$ cat src/rtl/warp_pkg.sv
// Shared integer-pipeline constants for the writeback arbiter and its neighbours.
package warp_pkg;

  localparam int unsigned XLEN           = 64;
  localparam int unsigned NUM_XREGS      = 32;
  localparam int unsigned XREG_ADDR_W    = 5;
  localparam int unsigned WB_UNIT_XARITH = 0;
  localparam int unsigned WB_UNIT_XLOGIC = 1;

  // One-hot register release mask; x0 never releases a scoreboard bit.
  function automatic logic [NUM_XREGS-1:0] rd_onehot(input logic [XREG_ADDR_W-1:0] rd);
    rd_onehot = (rd == '0) ? '0 : (NUM_XREGS'(1) << rd);
  endfunction

endpackage

$ cat src/rtl/warp_wb_rr_pick.sv
// Round-robin picker: first requester at or after ptr that is not excluded.
module warp_wb_rr_pick #(
  parameter int unsigned N     = 4,
  parameter int unsigned IDX_W = 2
) (
  input  logic [N-1:0]     req,
  input  logic [N-1:0]     excl,
  input  logic [IDX_W-1:0] ptr,
  output logic             found_c,
  output logic [IDX_W-1:0] idx_c
);

  logic [N-1:0] avail;

  assign avail = req & ~excl;

  always_comb begin
    int unsigned j;
    j       = 0;
    found_c = 1'b0;
    idx_c   = '0;
    for (int unsigned i = 0; i < N; i++) begin
      j = (32'(ptr) + i) % N;
      if (!found_c && avail[IDX_W'(j)]) begin
        found_c = 1'b1;
        idx_c   = IDX_W'(j);
      end
    end
  end

endmodule

$ cat src/rtl/warp_writeback.sv
// Writeback arbiter: grants up to two unit results per cycle onto the two
// register-file write ports, round-robin, never targeting the same register twice.
module warp_writeback #(
  parameter int unsigned NUM_UNITS = 4,
  parameter int unsigned XLEN      = 64
) (
  input  logic                                 i_clk,
  input  logic                                 i_rst_n,
  input  logic [NUM_UNITS-1:0]                 i_unit_valid,
  output logic [NUM_UNITS-1:0]                 o_unit_ready,
  input  logic [5*NUM_UNITS-1:0]               i_unit_rd,
  input  logic [XLEN*NUM_UNITS-1:0]            i_unit_result,
  output logic                                 o_rd1_wen,
  output logic [warp_pkg::XREG_ADDR_W-1:0]     o_rd1_addr,
  output logic [XLEN-1:0]                      o_rd1_wdata,
  output logic                                 o_rd2_wen,
  output logic [warp_pkg::XREG_ADDR_W-1:0]     o_rd2_addr,
  output logic [XLEN-1:0]                      o_rd2_wdata,
  output logic [warp_pkg::NUM_XREGS-1:0]       o_retire0,
  output logic [warp_pkg::NUM_XREGS-1:0]       o_retire1
);

  import warp_pkg::*;

  localparam int unsigned IDX_W = $clog2(NUM_UNITS);

  logic [XREG_ADDR_W-1:0] unit_rd  [NUM_UNITS];
  logic [XLEN-1:0]        unit_res [NUM_UNITS];

  logic [IDX_W-1:0]     ptr, ptr_next;
  logic                 found_a, found_b;
  logic [IDX_W-1:0]     idx_a, idx_b;
  logic [NUM_UNITS-1:0] excl_b;
  logic [XREG_ADDR_W-1:0] rd_a, rd_b;
  logic [XLEN-1:0]      res_a, res_b;

  function automatic logic [IDX_W-1:0] next_idx(input logic [IDX_W-1:0] idx);
    next_idx = (idx == IDX_W'(NUM_UNITS - 1)) ? '0 : idx + IDX_W'(1);
  endfunction

  always_comb begin
    for (int unsigned k = 0; k < NUM_UNITS; k++) begin
      unit_rd[k]  = i_unit_rd[5*k +: 5];
      unit_res[k] = i_unit_result[XLEN*k +: XLEN];
    end
  end

  warp_wb_rr_pick #(.N(NUM_UNITS), .IDX_W(IDX_W)) u_pick_a (
    .req     (i_unit_valid),
    .excl    ({NUM_UNITS{1'b0}}),
    .ptr     (ptr),
    .found_c (found_a),
    .idx_c   (idx_a)
  );

  assign rd_a  = unit_rd[idx_a];
  assign res_a = unit_res[idx_a];

  // B may not be A itself nor any unit sharing A's nonzero destination.
  always_comb begin
    excl_b = '0;
    for (int unsigned k = 0; k < NUM_UNITS; k++) begin
      excl_b[k] = (found_a && (idx_a == IDX_W'(k))) ||
                  ((rd_a != '0) && (unit_rd[k] == rd_a));
    end
  end

  warp_wb_rr_pick #(.N(NUM_UNITS), .IDX_W(IDX_W)) u_pick_b (
    .req     (i_unit_valid),
    .excl    (excl_b),
    .ptr     (ptr),
    .found_c (found_b),
    .idx_c   (idx_b)
  );

  assign rd_b  = unit_rd[idx_b];
  assign res_b = unit_res[idx_b];

  always_comb begin
    o_unit_ready = '0;
    for (int unsigned k = 0; k < NUM_UNITS; k++) begin
      o_unit_ready[k] = i_rst_n &&
                        ((found_a && (idx_a == IDX_W'(k))) ||
                         (found_b && (idx_b == IDX_W'(k))));
    end
  end

  always_comb begin
    ptr_next = ptr;
    if (found_b) begin
      ptr_next = next_idx(idx_b);
    end else if (found_a) begin
      ptr_next = next_idx(idx_a);
    end
  end

  always_ff @(posedge i_clk or negedge i_rst_n) begin
    if (!i_rst_n) begin
      ptr         <= '0;
      o_rd1_wen   <= 1'b0;
      o_rd1_addr  <= '0;
      o_rd1_wdata <= '0;
      o_rd2_wen   <= 1'b0;
      o_rd2_addr  <= '0;
      o_rd2_wdata <= '0;
      o_retire0   <= '0;
      o_retire1   <= '0;
    end else begin
      ptr       <= ptr_next;
      o_rd1_wen <= found_a && (rd_a != '0);
      o_rd2_wen <= found_b && (rd_b != '0);
      o_retire0 <= found_a ? rd_onehot(rd_a) : '0;
      o_retire1 <= found_b ? rd_onehot(rd_b) : '0;
      if (found_a) begin
        o_rd1_addr  <= rd_a;
        o_rd1_wdata <= res_a;
      end
      if (found_b) begin
        o_rd2_addr  <= rd_b;
        o_rd2_wdata <= res_b;
      end
    end
  end

endmodule

$ cat config.mk
export PLATFORM = sky130hd
export DESIGN_NAME = warp_writeback
export DESIGN_NICKNAME = d
export VERILOG_FILES = /design/src/rtl/warp_pkg.sv /design/src/rtl/warp_wb_rr_pick.sv /design/src/rtl/warp_writeback.sv
export SDC_FILE = /design/constraint.sdc
export NUM_CORES = 1
export LEC_CHECK = 0
export ABC_AREA = 1
export BUFFER_PORTS_ARGS = -buffer_cell sky130_fd_sc_hd__buf_4
export CORE_AREA = 2 2 192 194
export DETAILED_ROUTE_END_ITERATION = 6
export DIE_AREA = 0 0 194 196
export PLACE_DENSITY_LB_ADDON = 0.12
export SYNTH_ARGS = -nofsm -noshare
export SYNTH_HDL_FRONTEND = slang
export SYNTH_HIERARCHICAL = 1
export SYNTH_SLANG_ARGS = --single-unit
$ cat constraint.sdc
create_clock -name i_clk -period 22.1 [get_ports i_clk]
set_clock_uncertainty 0.2 [all_clocks]
set_input_delay 6.63 -clock i_clk [delete_from_list [all_inputs] [get_ports i_clk]]
set_output_delay 6.63 -clock i_clk [all_outputs]
set_load 0.03 [all_outputs]
==> qor.yml <==
grt:
  overflow: 0
  grt_pass1_vias: 12800
  grt_antenna_before_repair: 3
  grt.total_usage: 0.240
  grt_max_degree: 118
  grt_pass1_wl_um: 73400
setup_path:
  cp-end-kind: "output port"
  cpLargestDelayFamily: "simple AND/OR/NAND/NOR gates"
  reg2reg_from: "ptr[0]"
  critical-path-slowest-cell: "buf_4"
  startpoint_type: "input pin"
  r2r_slack_ps: 14450
  critPathRequiredTime_ps: 15270
  max_stage_delay_ps: 840
  worstPathMaxFanout: 96
  path_class: "input pin to output port"
  worstPathArrival_ps: 11650
  r2r_cells: 25
  rr_endpoint: "o_rd2_wdata[6]"
  path_buf_inv: 5
sta:
  fmax_mhz: 54.1
  finalHoldViolations: 0
  worst_slack_ps: 3620
  rsz0062_at_grt: "false"
  worst_pin_slew_ps: 1110
  finalSetupTns_ps: 0
  period_share: 0.836
  fin_crit_ps: 18480
  drv_slew: 0
  slew_headroom: 0.258
  setup_violations: 0
clock_network:
  clock_path_buffers: 3
  ctsResizeCount: 0
  post_cts.repair.setup_buffers: 0
  insertion_delay_ps: 520
  cts_buffers: 25
  cts_hold_buf: 0
  root_buffer: "clkbuf_16"
  tritoncts: "yes"
  cts_sinks: 206
  clk_pin_slew_ps: 60
  cts_max_level: 1
detailed_routing:
  first_pass_iters: 7
  drtIter0Drc: 854
  routed_wl_um: 47400
  num_vias: 13100
  ant_nets: 0
  drc: 0
  wl_per_cell_um: 18.6
  viasPerCell: 5.12
placement:
  post-place-ws_ps: 3640
  io_buffers: 489
  dpl_cell_area_mm2: 0.0163
  dp_hpwl_um: 34000
  gp_congestion: 0.872
job:
  drv_cap: 0
worst_hold_path:
  hold_end: "o_rd2_addr[3]"
  whs_path_depth: 2
  worstHoldStart: "o_rd2_addr[3]"
  holdCritPathClass: "flip-flop to flip-flop"
floorplanning:
  coreArea_mm2: 0.0361
  die_w_um: 194
  die_area_mm2: 0.0380
  die_h_um: 196
  num_rows: 70
  ios: 490
  start_util: 0.348
synth:
  syn_area_mm2: 0.0125
  ys_types: 36
  synth_top_cell_by_area: "dfrtp_1"
  yosysWarnings: 6
  synthCells: 1669
  synth_top_area_share: 0.411
  ys_seq_elements: 206
  ys_seq_area_frac: 0.411
  synth.avg_cell_area_um2: 7.52
  synthTopCellsByArea: "dfrtp_1 (41%), nand2_1 (7.9%), o211ai_1 (7.7%), a31oi_1 (6.4%), nor2_1 (6.1%)"
finish:
  syn2layout_area_growth_pct: 36.4
  fin_area_mm2: 0.0171
  nNetsFinal: 2359
  drive_gt1_frac: 0.301
run_status:
  status: "finished clean"
-- how the worst max path moves through the flow --
stage / from / endpoint / slack [ps] / depth (start not counted)
floorplan: i_unit_valid[1] / o_unit_ready[0] / 5300 / 29
global placement: i_unit_valid[1] / o_unit_ready[3] / 3760 / 24
detailed placement: i_unit_valid[1] / o_unit_ready[3] / 3640 / 24
CTS: i_unit_valid[3] / o_unit_ready[3] / 3630 / 24
global route: i_unit_valid[1] / o_unit_ready[2] / 3080 / 31
finish: i_unit_valid[3] / o_unit_ready[0] / 3620 / 25
-- layout make-up --
type / instances / area (µm²)
fillers: 3665 / 19000
multi-input cells: 1165 / 6140
flip-flops and latches: 206 / 5150
repair buffers: 500 / 3760
clock buffers: 33 / 686
inverters: 171 / 654
well taps: 468 / 586
clock inverters: 12 / 125
diodes: 2 / 5.00
-- worst reg2reg max path, delay by kind of cell, from the launching register on --
family          cells  cell delay, ps
compound gates      3             420
fa+ha+maj           1             290
buf+inv             4            2770
flops               1             830
simple gates       17            2970
-- logic make-up after synthesis --
family | share of synthesized area
other | 0.000299
and+or+nand+nor | 0.210
adders and majority gates | 0.00798
buffers and inverters | 0.105
AOI/OAI and AO/OA | 0.262
xor gates and xnor gates | 0.00279
DFF | 0.411
-- stage by stage --
stage,instances,util,hold WS [ps]
2_1_floorplan,1674,-,338
3_3_place_gp,2510,0.452,269
3_5_place_dp,2510,0.452,281
4_1_cts,2555,0.474,296
5_1_grt,2556,0.474,316
6_report,2557,0.474,291
-- cell usage after synthesis, drive strengths merged --
cell type	count
a21oi	144
a22oi	1
a31oi	129
buf	66
clkbuf	66
conb	1
dfrtp	206
ha	8
inv	171
nand2	292
nand3	73
nand3b	5
nand4	10
nor2	213
nor3	2
nor4	1
o211ai	129
o21ai	147
o31ai	1
xor2	4
-- cells in the final DEF (no fill, tap or decap), types with 5 or more instances in the layout --
cell         n
nor2_4       5
a21oi_1    139
o21ai_0    138
nand3_2     19
nand2_2     22
nor2_1     203
nand2_1    260
clkbuf_1     5
a31oi_1    129
nand3b_1     5
o211ai_1   128
nand4_1     10
ha_1         8
a21oi_2      5
inv_1      158
nor2_2       5
dfrtp_1    206
inv_2       10
conb_1       6
clkinv_2     5
o21ai_2      5
nand3_1     52
clkbuf_16   25
buf_4      499
nand2_4     10
-- routing by layer --
| layer | global-route usage | vias to the layer above | share of wire |
|---|---|---|---|
| met4 | 0.0631 | 2 | 0.025 |
| met5 | 0 | - | 0.00025 |
| met1 | 0.303 | 6094 | 0.41 |
| li1 | - | 6489 | - |
| met3 | 0.0655 | 65 | 0.078 |
| met2 | 0.405 | 445 | 0.48 |
-- sequential cells by signal, summed over array words and instances (netlist names) --
register     count
o_rd2_addr       5
o_retire0       32
o_rd1_addr       5
o_rd2_wdata     64
ptr              2
o_rd1_wdata     64
o_rd1_wen        1
o_retire1       32
o_rd2_wen        1
Power is left out: the tool's default activity adds up to more than one toggle a clock period on the data nets, which glitch-free logic cannot reach.
